<file path="config.mk">
export PLATFORM = sky130hd
export DESIGN_NAME = aes_block_loader
export DESIGN_NICKNAME = d
export VERILOG_FILES = /design/src/rtl/aes_block_loader.sv
export SDC_FILE = /design/constraint.sdc
export NUM_CORES = 1
export LEC_CHECK = 0
export ABC_AREA = 1
export CAP_MARGIN = 20
export CORE_MARGIN = 5
export CORE_UTILIZATION = 45
export CTS_CLUSTER_SIZE = 30
export DETAILED_ROUTE_END_ITERATION = 16
export MAX_ROUTING_LAYER = met4
export PLACE_DENSITY = 0.75
export SYNTH_ARGS = -nofsm -noshare
export SYNTH_HDL_FRONTEND = slang
export SYNTH_SLANG_ARGS = --single-unit
</file>
<file path="constraint.sdc">
create_clock -name clk -period 1.7 [get_ports clk]
set_clock_uncertainty 0.2 [all_clocks]
set_input_delay 0.34 -clock clk [delete_from_list [all_inputs] [get_ports clk]]
set_output_delay 0.34 -clock clk [all_outputs]
set_load 0.02 [all_outputs]
</file>
<file path="src/rtl/aes_block_loader.sv">
`default_nettype none
// ============================================================================
// Module   : aes_block_loader
// Purpose  : Byte-serial front end for the AES datapath. Assembles a key and
//            then successive plaintext blocks from a valid/ready byte stream,
//            issues a one-cycle start pulse per block and waits for the core
//            to finish before taking more bytes.
// Revision : 1.0 - initial release
// ============================================================================
module aes_block_loader #(
    parameter int NBYTES = 16
) (
    input  logic                  clk,
    input  logic                  reset,
    input  logic [7:0]            byte_in,
    input  logic                  byte_valid,
    output logic                  byte_ready,
    input  logic                  key_reload,
    input  logic                  done_in,
    output logic [8*NBYTES-1:0]   key_out,
    output logic [8*NBYTES-1:0]   data_out,
    output logic                  key_valid,
    output logic                  start,
    output logic [4:0]            byte_cnt,
    output logic                  busy
);

    localparam int         c_W    = 8 * NBYTES;
    localparam logic [4:0] c_LAST = 5'(NBYTES - 1);

    typedef enum logic [1:0] {
        S_KEY   = 2'd0,
        S_DATA  = 2'd1,
        S_START = 2'd2,
        S_WAIT  = 2'd3
    } state_t;

    state_t           r_state_q,     w_state_d;
    logic [c_W-1:0]   r_shift_q,     w_shift_d;
    logic [c_W-1:0]   r_key_q,       w_key_d;
    logic [c_W-1:0]   r_data_q,      w_data_d;
    logic             r_key_valid_q, w_key_valid_d;
    logic [4:0]       r_byte_cnt_q,  w_byte_cnt_d;
    logic             r_pend_q,      w_pend_d;

    logic             w_ready;
    logic             w_accept;
    logic [c_W-1:0]   w_assembled;

    // Bytes are only taken while assembling; a reload in the same cycle drops the byte.
    assign w_ready     = (r_state_q == S_KEY) || (r_state_q == S_DATA);
    assign w_accept    = byte_valid && w_ready && !key_reload;
    assign w_assembled = {r_shift_q[c_W-9:0], byte_in};

    // Next-state and register update logic for the loader sequencer.
    always_comb begin
        w_state_d     = r_state_q;
        w_shift_d     = r_shift_q;
        w_key_d       = r_key_q;
        w_data_d      = r_data_q;
        w_key_valid_d = r_key_valid_q;
        w_byte_cnt_d  = r_byte_cnt_q;
        w_pend_d      = r_pend_q;

        case (r_state_q)
            S_KEY, S_DATA: begin
                if (key_reload) begin
                    // Abandon the partial block; the old key stays visible until replaced.
                    w_state_d     = S_KEY;
                    w_shift_d     = '0;
                    w_byte_cnt_d  = '0;
                    w_key_valid_d = 1'b0;
                end else if (w_accept) begin
                    w_shift_d = w_assembled;
                    if (r_byte_cnt_q == c_LAST) begin
                        w_byte_cnt_d = '0;
                        if (r_state_q == S_KEY) begin
                            w_key_d       = w_assembled;
                            w_key_valid_d = 1'b1;
                            w_state_d     = S_DATA;
                        end else begin
                            w_data_d  = w_assembled;
                            w_state_d = S_START;
                        end
                    end else begin
                        w_byte_cnt_d = r_byte_cnt_q + 5'd1;
                    end
                end
            end
            S_START: begin
                // done_in is ignored here: the core has not even seen start yet.
                w_state_d = S_WAIT;
                if (key_reload) begin
                    w_pend_d = 1'b1;
                end
            end
            S_WAIT: begin
                if (done_in) begin
                    if (r_pend_q || key_reload) begin
                        w_state_d     = S_KEY;
                        w_key_valid_d = 1'b0;
                        w_pend_d      = 1'b0;
                    end else begin
                        w_state_d = S_DATA;
                    end
                end else if (key_reload) begin
                    w_pend_d = 1'b1;
                end
            end
            default: begin
                w_state_d = S_KEY;
            end
        endcase
    end

    // State and datapath registers with synchronous reset.
    always_ff @(posedge clk) begin
        if (reset) begin
            r_state_q     <= S_KEY;
            r_shift_q     <= '0;
            r_key_q       <= '0;
            r_data_q      <= '0;
            r_key_valid_q <= 1'b0;
            r_byte_cnt_q  <= '0;
            r_pend_q      <= 1'b0;
        end else begin
            r_state_q     <= w_state_d;
            r_shift_q     <= w_shift_d;
            r_key_q       <= w_key_d;
            r_data_q      <= w_data_d;
            r_key_valid_q <= w_key_valid_d;
            r_byte_cnt_q  <= w_byte_cnt_d;
            r_pend_q      <= w_pend_d;
        end
    end

    assign byte_ready = w_ready;
    assign key_out    = r_key_q;
    assign data_out   = r_data_q;
    assign key_valid  = r_key_valid_q;
    assign byte_cnt   = r_byte_cnt_q;
    assign start      = (r_state_q == S_START);
    assign busy       = (r_state_q == S_START) || (r_state_q == S_WAIT);

endmodule
`default_nettype wire
</file>
Word-level counts from Yosys, hierarchy flattened
Index checks and enable logic that the tools add are counted.
{ "totals": {"ff_bits": 385, "latch_bits": 0, "ram_bits": 0, "rom_bits": 0, "in_bits": 13, "out_inout_bits": 265, "n_memories": 0} }
{ "classes": {"n_addsub": 1, "n_mul": 0, "div_mod_pow": 0, "magnitude_cmp": 0, "n_eq_ne": 10, "shifts": 0, "muxes": 22, "n_bitwise": 2, "reduce_logical": 17} }
{ "ops": {"columns": ["op", "count"], "rows": [
  ["$mux W120", 2],
  ["$mux W5", 3],
  ["$ne A3 B3 Y1 const B", 4],
  ["$mux W2", 5],
  ["$reduce_and A5 Y1", 2],
  ["$mux W1", 9],
  ["$pmux W2 S3", 1],
  ["$reduce_and A6 Y1", 1],
  ["$reduce_bool A2 Y1", 3],
  ["$add A5 B1 Y5 const B", 1],
  ["$eq A5 B4 Y1 const B", 1],
  ["$eq A2 B2 Y1 const B", 2],
  ["$ne A2 B2 Y1 const B", 2],
  ["$pmux W1 S2", 2],
  ["$reduce_and A2 Y1", 2],
  ["$logic_or A1 B1 Y1", 3],
  ["$reduce_and A3 Y1", 1],
  ["$eq A2 B1 Y1 const B", 1],
  ["$logic_and A1 B1 Y1", 2],
  ["$logic_not A2 Y1", 1],
  ["$not A1 Y1", 2],
  ["$reduce_or A2 Y1", 1],
  ["$logic_not A1 Y1", 1]
]} }

Depth between registers and ports, before layout
Gate-level depths: netlist of run 1.
{ "depth": {"ltp_word": 7, "depth_mapped": 10, "mapped_depth_nobuf": 7} }

Worst setup path after synthesis of run 1
No wires, ideal clock.
{ "synth_timing": {"kind": "reg2reg", "from": "register r_byte_cnt_q[0] (netlist: byte_cnt[0])", "to": "register r_key_q[108] (netlist: key_out[108])", "t_arrival_ns": 1.625, "required_ns": 1.384, "setup_slack_ns": -0.240, "stages_incl_launch_ff": 9, "n_path_buf": 2, "period_less_slack_ns": 1.940, "cell_sequence": "dfxtp_1 ha_1 nand3_1 nor2_1 nand3_1 buf_2 clkbuf_1 nor2_1 nor2_1"} }
{ "synth_between": {"elab_chain_cells": 2} }
{ "synth_rtl": {"columns": ["element", "line", "source"], "rows": [
  ["from (decl)", "43", "logic [4:0] r_byte_cnt_q, w_byte_cnt_d;"],
  ["from (signal assigned)", "132", "r_byte_cnt_q <= w_byte_cnt_d;"],
  ["$eq A5 B4 Y1", "75", "if (r_byte_cnt_q == c_LAST) begin"],
  ["$reduce_and A5 Y1 (no line)", null, null],
  ["to (signal assigned)", "129", "r_key_q <= w_key_d;"],
  ["to (decl)", "40", "logic [c_W-1:0] r_key_q, w_key_d;"]
]} }
No other way between the ends.
A chain may end at the register's enable or synchronous reset.

Worst setup path after layout of run 1
{ "layout_timing": {"from": "register r_byte_cnt_q[0] (netlist: byte_cnt[0])", "to": "register r_key_q[97] (netlist: key_out[97])"} }
The elaborated chain is that of the path after synthesis.

==> results of run 1 <==
## cells in the final DEF, fill, tap and decap left out, drive strengths merged, types with 2 or more instances in the layout
cell	instances
dfxtp	385
buf	136
a21oi	126
nor2	523
inv	15
nand2	262
bufinv	3
nor3	2
clkbuf	71
clkdlybuf4s50	11
clkinvlp	2
nand3	6
clkdlybuf4s15	212
o21ai	262
clkinv	11
## through the flow
stage	cells	setup TNS, ps
after floorplan	1710	0
after global placement	2302	-153550
after detailed placement	2302	-154010
after CTS	2385	-4900
after global routing	2423	-47000
final	2423	-22860
## power groups by stage
stage	Sequential (mW)	Clock [mW]	Combinational [mW]
2_1_floorplan	9.26	0	0.332
3_3_place_gp	9.26	0	0.590
3_5_place_dp	9.26	0	0.595
4_1_cts	9.06	8.66	0.618
5_1_grt	9.06	9.06	0.707
6_report	9.06	8.58	0.663
## kinds of logic (layout without fill, tap and decap cells)
family          Yosys count  after routing  share of synthesized area
xor+xnor                  1              1                   0.000654
other cells               0              1                          0
simple gates            795            795                      0.226
buf+inv                 139            461                     0.0522
compound gates          389            389                      0.146
flops                   385            385                      0.575
fa+ha+maj                 1              1                   0.000933
## metal layers
layer	vias to the layer above	share of wire	global-route usage
li1	6092	-	-
met1	6218	0.42	0.324
met2	632	0.46	0.387
met3	116	0.088	0.0504
met4	0	0.028	0.0585
met5	-	0	-
## registers in the layout, summed over array words and instances (netlist names)
name       cells
data_out     128
key_out      128
r_shift_q    120
byte_cnt       5
r_state_q      2
key_valid      1
r_pend_q       1
## layout make-up
cell class | count | share of cell area
clock buffers | 52 | 0.0555
flip-flops and latches | 385 | 0.392
repair inverters | 1 | 0.000571
multi-input cells | 1186 | 0.281
clock inverters | 18 | 0.00939
diodes | 1 | 0.000127
well taps | 390 | 0.0248
repair buffers | 378 | 0.233
inverters | 12 | 0.00343
## worst paths after layout
kind / depth (start not counted) / endpoint / slack, ps
min reg2reg: 2 / key_valid$_SDFFE_PP0P_ / 260
max: 10 / key_out[97]$_SDFFE_PP0P_ / -220
min: 4 / data_out[16]$_SDFFE_PP0P_ / 70
max reg2reg: 10 / key_out[97]$_SDFFE_PP0P_ / -220
## tightest hold or removal path: stages
cell	delay, ps
buf_4	120
inv_6	100
o21ai_2	90
nor2_1	40
## what timing repair did
| action | in CTS | in global routing |
|---|---|---|
| pin swaps | 14 | 116 |
| buffers inserted | 8 | 9 |
| resized for setup | 911 | 214 |
| gates cloned | 6 | 29 |
| endpoints found under the setup margin | 560 | 378 |
==> out/summary.md, run 1 <==
The predominant post-synthesis flop cell was dfxtp_1. In this run, synthesis produced a sequential element count of 385. In this run the tool buffered the top-level ports with 277 buffer cells.

Filler cell count: 2302. The clock drives 385 sinks. In the routed layout, each cell is associated on average with a via count of 5.39. Maximum fanout encountered on the critical timing path: 7. Synthesis handed over a netlist of 1710 instances. The cell area after layout was 19700 µm². The critical path in this run is classified as flip-flop to flip-flop. The net switching power came out at 4.03 mW. The checks that failed: setup timing. For the overall global routing resource usage, the log shows 0.245. The run gives 0.575 as the proportion of synthesized chip area in sequential cells. After clock tree synthesis, the clock-pin slew on the worst setup and hold paths is 60 ps.

CTS built an H-tree with a depth of 2. Registers take 7720 µm². Among cell families on the critical path, the largest total delay comes from simple AND/OR/NAND/NOR gates. The multi-input combinational cells in the finished layout cover a total of 5540 µm².

The logs give 8.23 nW for the total leakage power and 63 for the number of rows created at floorplan. The tightest min-delay check is of the input port to flip-flop type. Summed over all instances, the cell type with the most area after synthesis is dfxtp_1. Among all cell types in the netlist, the one instantiated most often is nor2_1. The worst setup path is launched from a flip-flop. The tools report the starting density of the core as 0.453. The floorplan step defined a die boundary enclosing 33300 µm². Buffers inserted during clock tree synthesis total 39.

The run gives 12100 as the via count of the first global-routing pass. The slowest stage of the critical path belongs to the cell dfxtp_4. For the pin with the worst max-slew slack, the measured transition is 597 ps. In this run the clock root is driven by a clkbuf_16. The maximum buffer depth of the clock tree came out at 3. The flow ran to the end, but the final reports show violations. Once detailed placement completed, the half-perimeter wirelength came to 25900 µm.

The power density over the cells is 928 nW/µm², and the required time reported for the critical path endpoint is 1940 ps. During I/O placement, the number of pins put on the boundary was 278. The highest attainable clock frequency was 522 MHz; the number of buffers added to fix hold violations after cts was 0. In this run the worst setup path begins at byte_cnt[0]$_SDFFE_PP0P_. For the area after detailed placement, the log shows 16800 µm². The number of nets in the synthesized netlist is 1724.

Data arrives at the worst endpoint at 2150 ps. In this run the critical register-to-register path is launched from byte_cnt[0]$_SDFFE_PP0P_. TritonCTS built the clock tree. The final-layout worst hold slack is 67.6 ps.

The wire length of the first global-routing pass was 65400 µm; the total number of yosys warnings was 0. The proportion of power drawn by the clock network is 0.469. The signed area change from the synthesized netlist to the final layout is 47.1%, and the switching part of the total power is 0.220.

Power comes to 18.3 mW. By area the synthesized netlist is led by dfxtp_1 58%, nor2_1 15%, o21ai_0 7.5%. The startpoint identified for the worst hold timing path is reset. The final worst slack was -217 ps. STA classifies the critical path endpoint as a flip-flop. The number of pins with negative max-slew slack in the final report came out at 0. By count the netlist is led by 520 x nor2_1, 385 x dfxtp_1, 262 x nand2_1. At the placement stage, the worst setup path has a slack of -468 ps.

In this run the remaining antenna-violating nets after routing total 0. The run gives 14.3 mW as the cell-internal power. The largest single stage delay on the critical path is 360 ps. For the finished layout, the period the worst path requires is 1920 ps. For the number of antenna violations at the first check in global routing, the log shows 1. Before antenna repair, the detailed router went through 7 iterations.

The logs give 0.827 for the routability congestion estimate from global placement and 13400 µm² for the synthesized area. The net count of the finished layout is 2017. Total number of vias: 13100. The share of power burned in registers is 0.495, and the share of flip-flops with an asynchronous set or reset after synthesis is 0. For the clock latency on the worst-skew pair, the log shows 520 ps. The normalized max-slew margin was 0.602; the die extent in y was 183 µm. Max-cap violations in this run came to 0. First-iteration detailed-routing DRC count: 1310. The die extent in x was 183 µm. The critical path goes through ha_4, nand3_4, nor2_4, nand2_2, nor2_4, buf_12, clkbuf_16, clkbuf_16, o21ai_2, nor2_1. Wires add up to 46400 µm.

The tools report the placeable core area as 29600 µm². Counting both buffers and inverters, the worst setup path holds a total of 3. The number of enable-type register cells in the synthesized netlist is 0. Synthesis instantiated 24 different standard cells from the library. The final critical-path share of the clock period works out to 1.13. Detailed-route wire length per cell: 19.2 µm. The total overflow left after global routing is 0. The tools report the relative contribution of combinational cells to total power as 0.036. Setup violations remaining at the end of the flow were counted as 280.

The run gives 0 as the final count of hold timing violations. The area share of the largest cell type after synthesis came out at 0.575. Entering global routing, the biggest net connects 126 pins. The final core utilization was 0.667. The average instance in the mapped netlist occupies 7.84 µm². The fraction of layout instances using a drive strength above 1 was 0.276; the number of remaining DRC errors was 0.

Setup repair after global routing could not meet its margin everywhere. For the worst ir drop on vdd, the log shows 0.000630 V.
Power figures use the tool's default switching activity.
==> run 2, diff against run 1 <==
- CORE_UTILIZATION: 45 -> 40
- PLACE_DENSITY: 0.75 -> 0.68
==> out/summary.md, run 2 (synthesized netlist as in run 1, its figures left out) <==
The detailed-route wire length per cell is 19.0 µm (-0.67%), and the worst ir drop on vdd is 0.000762 V (+21%). The switching part of the total power came out at 0.217 (-0.00344). The post-layout minimum cycle time works out to 1850 ps (-66.6 ps). The run gives 520 ps (about the same) as the clock latency on the worst-skew pair. The total number of vias is 12800 (-1.6%), and the total negative slack is -24900 ps (-2040 ps). The top-level port count is 278 (unchanged), and the number of port buffers is 277 (unchanged).

The run gives 540 MHz (+3.6%) as the highest attainable clock frequency. The total iterations of the first detailed-routing run is 5 (-2). The filler cell count is 2977 (+29%), and the H-tree depth is 2 (unchanged). The worst setup path is captured at a flip-flop. TritonCTS built the clock tree.

The total wirelength of the detailed-routed design is 47300 µm (+1.9%), and the final count of hold timing violations is 0 (unchanged). The run gives 1 (unchanged) as the number of antenna violations at the first check in global routing. The run gives 0 (unchanged) as the number of remaining DRC errors. The largest individual stage delay along the critical path comes from the cell dfxtp_4. The class of the most critical hold timing path is input port to flip-flop.

The maximum buffer depth of the clock tree is 3 (unchanged), and the required time reported for the critical path endpoint is 1910 ps (-30 ps). The signed area change from the synthesized netlist to the final layout is 44.1%, and the die extent in y is 193 µm (+5.7%). The number of buffers added to fix hold violations after cts was 0 (unchanged); the placement-stage worst setup slack was -537 ps (-69.5 ps).

The signal on the critical path passes through ha_4, nand3_4, buf_6, nor2_4, nand3_4, buf_12, buf_16, nor2_2, nor2_1. The run gives 12100 (+0.36%) as the via count of the first global-routing pass. Half-perimeter wire length of the detailed placement result: 26400 µm (+1.9%). Setup repair after global routing could not meet its margin everywhere. The final-layout worst hold slack was 75.7 ps (+8.11 ps). Die extent in x: 193 µm (+5.7%). The final worst slack is -151 ps (+66.6 ps), and the number of rows created at floorplan is 67 (+6.3%).

The power density over the cells is 957 nW/µm² (+3.1%). The run finished, with violations left. The detailed route wirelength on metal2 was 22300 µm (+3.3%). Among cell families on the critical path, the largest total delay comes from simple AND/OR/NAND/NOR gates. The maximum fanout encountered on the critical timing path came out at 12 (+5). Signal routing reaches up to met4. Fraction of layout instances using a drive strength above 1: 0.292 (+0.0165).

For the wire length of the first global-routing pass, the log shows 68600 µm (+4.9%). The net switching power is 4.01 mW (-0.58%), and the stage delay of the slowest cell on the critical path is 360 ps (about the same). The final critical-path share of the clock period works out to 1.09 (-0.0392).

The run gives 33300 µm² (+13%) as the placeable core area. For the share of power burned in registers, the log shows 0.490 (-0.005). The tools report the number of pins with negative max-slew slack in the final report as 0 (unchanged). The number of buffers created by CTS came out at 40 (+2.6%).

In this run the critical register-to-register path is launched from byte_cnt[1]$_SDFFE_PP0P_. The starting density of the core is 0.403 (-0.0507). In this run the most critical hold path is launched from reset.

The tools report the clock sink total as 385 (unchanged). The library cell used as clock root buffer was clkbuf_16. The final core utilization came out at 0.580 (-0.0864).

The run gives 909 (-31%) as the first-iteration detailed-routing DRC count. The normalized max-slew margin came out at 0.702 (+0.100). The cell-internal power was 14.5 mW (+1.4%). The library cells used most frequently in the layout, excluding fill and tap cells, are 399 x nor2_1, 378 x dfxtp_1, 260 x nand2_1. The area of the die was 37300 µm² (+12%); the overall global routing resource usage was 0.236 (-0.00830).

The clock edge transition at the registers on the reported setup and hold paths was 60 ps (about the same). The number of nets at the end of the flow was 2023 (+0.30%). In this design, the critical path's most frequently occurring cell is nand3_4. The routability congestion estimate from global placement was 0.796 (-3.7%).

The relative contribution of combinational cells to total power came out at 0.041 (+0.005). The final reports fail on setup timing. The startpoint-to-endpoint class of the critical path is flip-flop to flip-flop.

The global-route congestion overflow total is 0 (unchanged). The run gives 0 (unchanged) as the count of max-cap constraint violations. The tools report the total leakage power as 8.58 nW (+4.2%). The logs give 19700 µm (+1.2%) for the routed metal-1 wirelength and 0 (unchanged) for the number of nets with antenna violations after detailed routing.

The worst-margin pin slew is 447 ps (-151 ps), and the pin count of the biggest net entering global routing is 65 (-48%). The number of setup violations in the final report is 259 (-7.5%). The most frequent standard cell in the layout excluding fill and tap cells is nor2_1.

The worst setup path is launched from a flip-flop. The per-cell via count in the routed design came out at 5.17 (-4.1%). The logs give 2060 ps (-90 ps) for the data arrival time of the critical path and 0.469 (about the same) for the proportion of power drawn by the clock network. Tracing the worst setup path back leads to its startpoint at byte_cnt[1]$_SDFFE_PP0P_. The wire length on met3 is 3900 µm (-4.4%). The worst path buffer plus inverter count was 3 (unchanged).
-- run 2: cell types whose count changed in the layout (fill, tap and decap cells not counted), sizes merged --
cell | previous run | this run
buf | 136 | 261
bufinv | 3 | 2
clkbuf | 71 | 82
clkdlybuf4s15 | 212 | 92
clkinv | 11 | 6
clkinvlp | 2 | 0
inv | 15 | 12
-- run 2: area by class of cell --
| class | count | area, µm² | area share |
|---|---|---|---|
| Tap cell | 448 | 561 | 0.0290 |
| Clock buffer | 62 | 1190 | 0.0619 |
| Antenna cell | 1 | 2.50 | 0.000130 |
| Multi-Input combinational cell | 1186 | 5670 | 0.294 |
| Clock inverter | 8 | 95.1 | 0.00492 |
| Timing Repair Buffer | 384 | 4000 | 0.207 |
| Inverter | 12 | 62.6 | 0.00324 |
| Sequential cell | 385 | 7730 | 0.400 |
-- run 2: worst paths after layout --
kind	endpoint	cells after the start	slack [ps]
min	data_out[119]$_SDFFE_PP0P_	4	80
max	key_out[57]$_SDFFE_PP0P_	9	-150
min reg2reg	key_valid$_SDFFE_PP0P_	2	280
max reg2reg	key_out[57]$_SDFFE_PP0P_	9	-150
-- run 2: per-layer routing --
metal / vias to the layer above / GRT usage
met5: - / -
li1: 6104 / -
met3: 108 / 0.0531
met2: 504 / 0.371
met1: 6127 / 0.311
met4: 0 / 0.0607
-- run 2: per-stage QoR --
step | instances | cell area [µm²] | total power [mW]
2_1_floorplan | 1710 | 13500 | 9.59
3_3_place_gp | 2363 | 17000 | 9.92
3_5_place_dp | 2363 | 17000 | 9.93
4_1_cts | 2466 | 19200 | 18.5
5_1_grt | 2486 | 19300 | 19.0
6_report | 2486 | 19300 | 18.5
-- run 2: power groups by stage --
stage                     Sequential, mW  Combinational (mW)  Clock, mW
after floorplan                     9.26               0.332          0
after global placement              9.26               0.661          0
after detailed placement            9.26               0.666          0
after CTS                           9.06               0.679       8.75
after global routing                9.06               0.805       9.18
final                               9.06               0.758       8.67
-- run 2: worst register-to-register path, stage by stage, from the launching register on --
cell and delay, ps:
dfxtp_4 360, ha_4 140, nand3_4 100, buf_6 140, nor2_4 120, nand3_4 130, buf_12 200, buf_16 180
nor2_2 110, nor2_1 50
-- run 2: timing repair --
| item | 4_1_cts | 5_1_grt |
|---|---|---|
| gates resized for setup | 975 | 261 |
| pin swaps | 13 | 29 |
| buffers inserted | 16 | 4 |
| endpoints found under the setup margin | 567 | 394 |
| gates cloned | 17 | 18 |
==> RTL change 1 (settings of run 1) <==
Change the parameter `NBYTES` from 16 to 8.
--- a/src/rtl/aes_block_loader.sv
+++ b/src/rtl/aes_block_loader.sv
@@ -8,7 +8,7 @@
 // Revision : 1.0 - initial release
 // ============================================================================
 module aes_block_loader #(
-    parameter int NBYTES = 16
+    parameter int NBYTES = 8
 ) (
     input  logic                  clk,
     input  logic                  reset,
Ports: changed (resized data_out and key_out); port bits go from 278 to 150. No check against the original RTL was run, so the function may have changed too.
==> RTL change 1 against run 1 <==
  * The flow still finishes with violations (negative setup slack)
  * Worst setup slack improved by 0.11 ns
  * Final area decreased by 49%
  * Fmax increased by 6.1%
  * Utilization decreased by 0.97 points
  * Synthesized cell count decreased by 48%
  * Wire length decreased by 53%
  * Total power decreased by 48%
  * Global-route usage decreased by 1.3 points
  * Area after synthesis decreased by 48%
  * Sequential cell count decreased by 192
==> RTL change 1: results (changes against run 1) <==
** STA
- Final critical-path setup slack :: -0.107 ns (was -0.217 ns)
- The number of failing setup endpoints in the final timing report came to 71 (was 280).
- Worst Hold Margin :: 0.130 ns (was 0.0676 ns)

** Drt
- Post-detailed-routing wire length :: 22.0 mm (was 46.4 mm)
- The total number of vias came to 6699 (was 13100).
- 1st-pass router iterations :: 5 (was 7)
- Met2 Routed Length :: 10.8 mm (was 21.6 mm)

** Power and ir drop
- Switching part of the total power :: 0.219 (was 0.220)
- The register share of total power was 0.476 (was 0.495).
- The leakage power was 4.25 nW (was 8.23 nW).
- Power Combinational :: 0.000511 W (was 0.000663 W)

** Final layout
- Final core utilization :: 0.657 (was 0.667)
- Count of flip-flops and latches :: 193 (was 385)
- The area fraction of clock buffers and clock inverters is 0.0666 (was 0.0649).
- Number of buffers other than clock buffers in the final layout :: 217 (was 378)
- The number of inserted filler cells in the final layout came to 1284 (was 2302).
- Non-filler instance count after layout :: 1257 (was 2423)

** Setup path
- The timing endpoint of the critical path is data_out[54] (was key_out[97]).
- The worst path arrival time came to 1.93 ns (was 2.15 ns).

** Clock network
- The H-tree depth is 4 (was 2).
- Number of buffers created by CTS :: 17 (was 39)
- Longest Clk Path Bufs :: 2 (was 3)

** Status
- Run status :: complete, but fails checks (unchanged)
- Violations in the final reports: negative setup slack (unchanged).

** Placed design
- Routability-driven placement congestion ratio :: 0.835 (was 0.827)
- Post-detailed-placement cell area :: 0.00887 mm² (was 0.0168 mm²)
- Hpwl dp :: 12.6 mm (was 25.9 mm)
- Dpl cells :: 1201 (was 2302)

** Yosys
- Biggest area contributors in the synthesized netlist :: dfxtp_1 55%, nor2_1 11%, nand2_1 7.1% (was dfxtp_1 58%, nor2_1 15%, o21ai_0 7.5%)
- The number of different library cells in the post-synthesis netlist came to 21 (was 24).
- The mean cell area of the mapped netlist was 7.86 µm² (was 7.84 µm²).
- The post-synthesis sequential area ratio is 0.554 (was 0.575).

** Min path
- The capture endpoint of the worst hold path is r_shift_q[12] (was data_out[16]).

** Floorplanning
- Tap cell count :: 188 (was 390)

** GRT
- The met3 demand-to-capacity share in global routing came to 0.0376 (was 0.0504).
- Wire length of the first global-routing pass :: 32.7 mm (was 65.4 mm)
- All-Layer GR Usage :: 0.232 (was 0.245)
-- RTL change 1: changes by cell type after synthesis, moves of 61 or more --
cell     before  now
dfxtp_1     385  193
a21oi_1     126   65
o21ai_0     201   64
nand2_1     262  132
nor2_1      520  203
nor3_1        1   66
-- RTL change 1: cells by family (layout without fill, tap and decap cells) --
family | count (synthesis) | after routing | share of synthesized area
buffers and inverters | 85 | 266 | 0.0649
adder cells (fa/ha/maj) | 1 | 1 | 0.00179
flip-flops | 193 | 193 | 0.554
AND/OR/NAND/NOR | 408 | 408 | 0.235
AO/OA/AOI/OAI | 201 | 201 | 0.145
-- RTL change 1: timing repair --
item	4_1_cts	5_1_grt
endpoints found under the setup margin	202	161
setup buffers	3	7
hold buffers	0	0
pin swaps	5	31
gates resized for setup	193	101
gates cloned	4	10
-- RTL change 1: worst max-delay path, delay by kind of cell (launching register included) --
family        cells  cell delay (ns)
fa+ha+maj         1             0.15
simple gates      4             0.42
flops             1             0.35
buf+inv           5             0.58
==> RTL change 2 (settings of run 1) <==
Made on the original files. The 4 states of `state_t` get a one-hot encoding in 4 bits.
--- a/src/rtl/aes_block_loader.sv
+++ b/src/rtl/aes_block_loader.sv
@@ -28,11 +28,11 @@
     localparam int         c_W    = 8 * NBYTES;
     localparam logic [4:0] c_LAST = 5'(NBYTES - 1);
 
-    typedef enum logic [1:0] {
-        S_KEY   = 2'd0,
-        S_DATA  = 2'd1,
-        S_START = 2'd2,
-        S_WAIT  = 2'd3
+    typedef enum logic [3:0] {
+        S_KEY   = 4'b0001,
+        S_DATA  = 4'b0010,
+        S_START = 4'b0100,
+        S_WAIT  = 4'b1000
     } state_t;
 
     state_t           r_state_q,     w_state_d;
Formal check against the unedited RTL: same outputs for any inputs over 4 cycles, from zero or initial values and one cycle with reset high; so few cycles prove little.
==> RTL change 2 against run 1 <==
  * The flow still finishes with violations (negative setup slack)
  * Synthesized cell count is 10% higher
  * Wire length is 11% higher
  * Register-to-register slack worse by 0.11 ns
  * Via count is 13% higher
  * Final area is 15% higher
  * Critical path depth is 2 lower
  * Sequential cell count is 2 higher
  * Utilization is 2.8 points higher
  * Area after synthesis is 11% higher
  * Cell count is 12% higher
  * Worst setup slack worse by 0.15 ns
  * Sequential share of layout area is 4.8 points lower
  * Critical endpoint is now byte_ready
Power is not compared: it rests on default switching activity, and its combinational part moved more than twofold at a synthesized area within 25%.
==> RTL change 2: results (changes against run 1) <==
** Placed design
- Post-detailed-placement cell area :: 0.0186 mm² (was 0.0168 mm²)
- The final estimated routing congestion in global placement came to 0.836 (was 0.827).
- The post-placement setup slack came to -0.431 ns (was -0.468 ns).
- The detailed-placement wirelength estimate is 28.9 mm (was 25.9 mm).
- The cell count after placement came to 2545 (was 2302).

** Setup path
- Highest net fanout along the worst path :: 4 (was 7)
- Count of cells along the worst register-to-register path :: 12 (was 10)
- The worst path arrival time came to 1.53 ns (was 2.15 ns).
- FF-to-FF setup slack :: -0.33 ns (was -0.22 ns)
- Reg-to-reg critical path endpoint :: key_out[41] (was key_out[97])
- Kind of cell adding the most delay to the critical path :: buffers and inverters (was simple AND/OR/NAND/NOR gates)

** Min path
- Worst hold-check path type :: reg2reg (was in2reg)
- The capture endpoint of the worst hold path was key_out[1] (was data_out[16]).
- The worst hold path startpoint is key_out[1] (was reset).
- Worst hold path stage count :: 2 (was 4)

** GRT
- The global-route wire length before repair is 73.5 mm (was 65.4 mm).
- The number of global-route vias before repair is 13600 (was 12100).
- The overall global routing resource usage was 0.252 (was 0.245).
- GRT met2 Usage :: 0.414 (was 0.387)
- The met3 demand-to-capacity share in global routing was 0.0425 (was 0.0504).
- The largest net degree at the start of global routing came to 90 (was 126).
- Met1 global-route usage :: 0.323 (was 0.324)

** STA
- Final critical-path setup slack :: -0.369 ns (was -0.217 ns)
- Worst Hold Margin :: 0.262 ns (was 0.0676 ns)
- Setup TNS after final layout :: -75.68 ns (was -22.86 ns)
- Setup-failing EPs final :: 392 (was 280)
- Transition at the pin with the smallest max-transition slack :: 0.496 ns (was 0.597 ns)

** Drt
- The met1 wire length was 21.0 mm (was 19.5 mm).
- Routed via count divided by cell count :: 5.41 (was 5.39)
- The initial detailed-routing violation count is 1165 (was 1310).
- Met2 Routed Length :: 25.3 mm (was 21.6 mm)
- The routed length on met3 is 3.85 mm (was 4.08 mm).
- Post-detailed-routing wire length :: 51.8 mm (was 46.4 mm)

** Yosys
- Biggest area contributors in the synthesized netlist :: dfxtp_1 52%, nand2_1 16%, a21oi_1 12% (was dfxtp_1 58%, nor2_1 15%, o21ai_0 7.5%)
- Synthesized area divided by synthesized cell count :: 7.84 µm² (about the same)
- Net count after synthesis :: 1903 (was 1724)
- Top cells by instance count after synthesis: 643 x nand2_1, 387 x dfxtp_1, 365 x a21oi_1 (was 520 x nor2_1, 385 x dfxtp_1, 262 x nand2_1).
- Portion of the post-synthesis area used by sequential elements :: 0.523 (was 0.575)

** Final layout
- The number of nets in the finished design is 2256 (was 2017).
- Fraction of layout cells with a size suffix above 1 :: 0.354 (was 0.276)
- Non-filler instance count after layout :: 2716 (was 2423)
- Number of filler instances in the final layout :: 2446 (was 2302)

** Status
- Violations in the final reports :: negative setup slack (unchanged)
- Run status: complete, but fails checks (unchanged).

** Clock network
- The number of CTS-inserted buffers came to 41 (was 39).

** Power and ir drop
- VDD IR max :: about 800 µV
-- RTL change 2: cell count changes in the layout (fill, tap and decap cells not counted), moves of 29 or more --
cell             before  now
nand2_4               1   65
buf_2                46   92
nand3b_1              0  129
o21ai_1              67    1
nand2_2               3   58
clkdlybuf4s15_2     197  168
nor2_1              490  138
o21ai_2              86    0
buf_4                24   54
a21oi_2               0  133
nand2_1             258  532
o21ai_0             104    1
a21oi_1             126  251
-- RTL change 2: final cells by class --
class / instances / area, µm² / area share
antenna: 1 / 2.50 / 0.000111
timing repair buffer: 460 / 5480 / 0.242
multi-input combinational: 1334 / 7290 / 0.322
clock inverter: 12 / 148 / 0.00653
inverter: 16 / 83.8 / 0.00371
timing repair inverter: 2 / 27.5 / 0.00122
clock buffer: 62 / 1260 / 0.0556
tap: 442 / 553 / 0.0245
sequential: 387 / 7770 / 0.344
-- RTL change 2: worst max-delay path by stage --
stage / startpoint / end / cells after the start
after floorplan: byte_cnt[1] / key_out[7] / 9
after global placement: byte_valid / data_out[118] / 8
after detailed placement: key_reload / data_out[111] / 9
after CTS: r_state_q[1] / byte_ready / 8
after global routing: r_state_q[0] / byte_ready / 8
final: r_state_q[0] / byte_ready / 8
-- RTL change 2: cell families (layout without fill, tap and decap cells) --
family,after synthesis,count (layout),share of synthesized area
other cells,0,1,0
compound gates,389,389,0.137
buf+inv,168,552,0.0612
fa+ha+maj,1,1,0.000844
flops,387,387,0.523
simple gates,944,944,0.278
-- RTL change 2: what timing repair did --
action	4_1_cts	5_1_grt
hold buffers	1	0
gates cloned	16	32
endpoints found under the setup margin	604	506
endpoints found under the hold margin	3	0
buffers inserted	30	30
pin swaps	37	80
resized for setup	1035	226
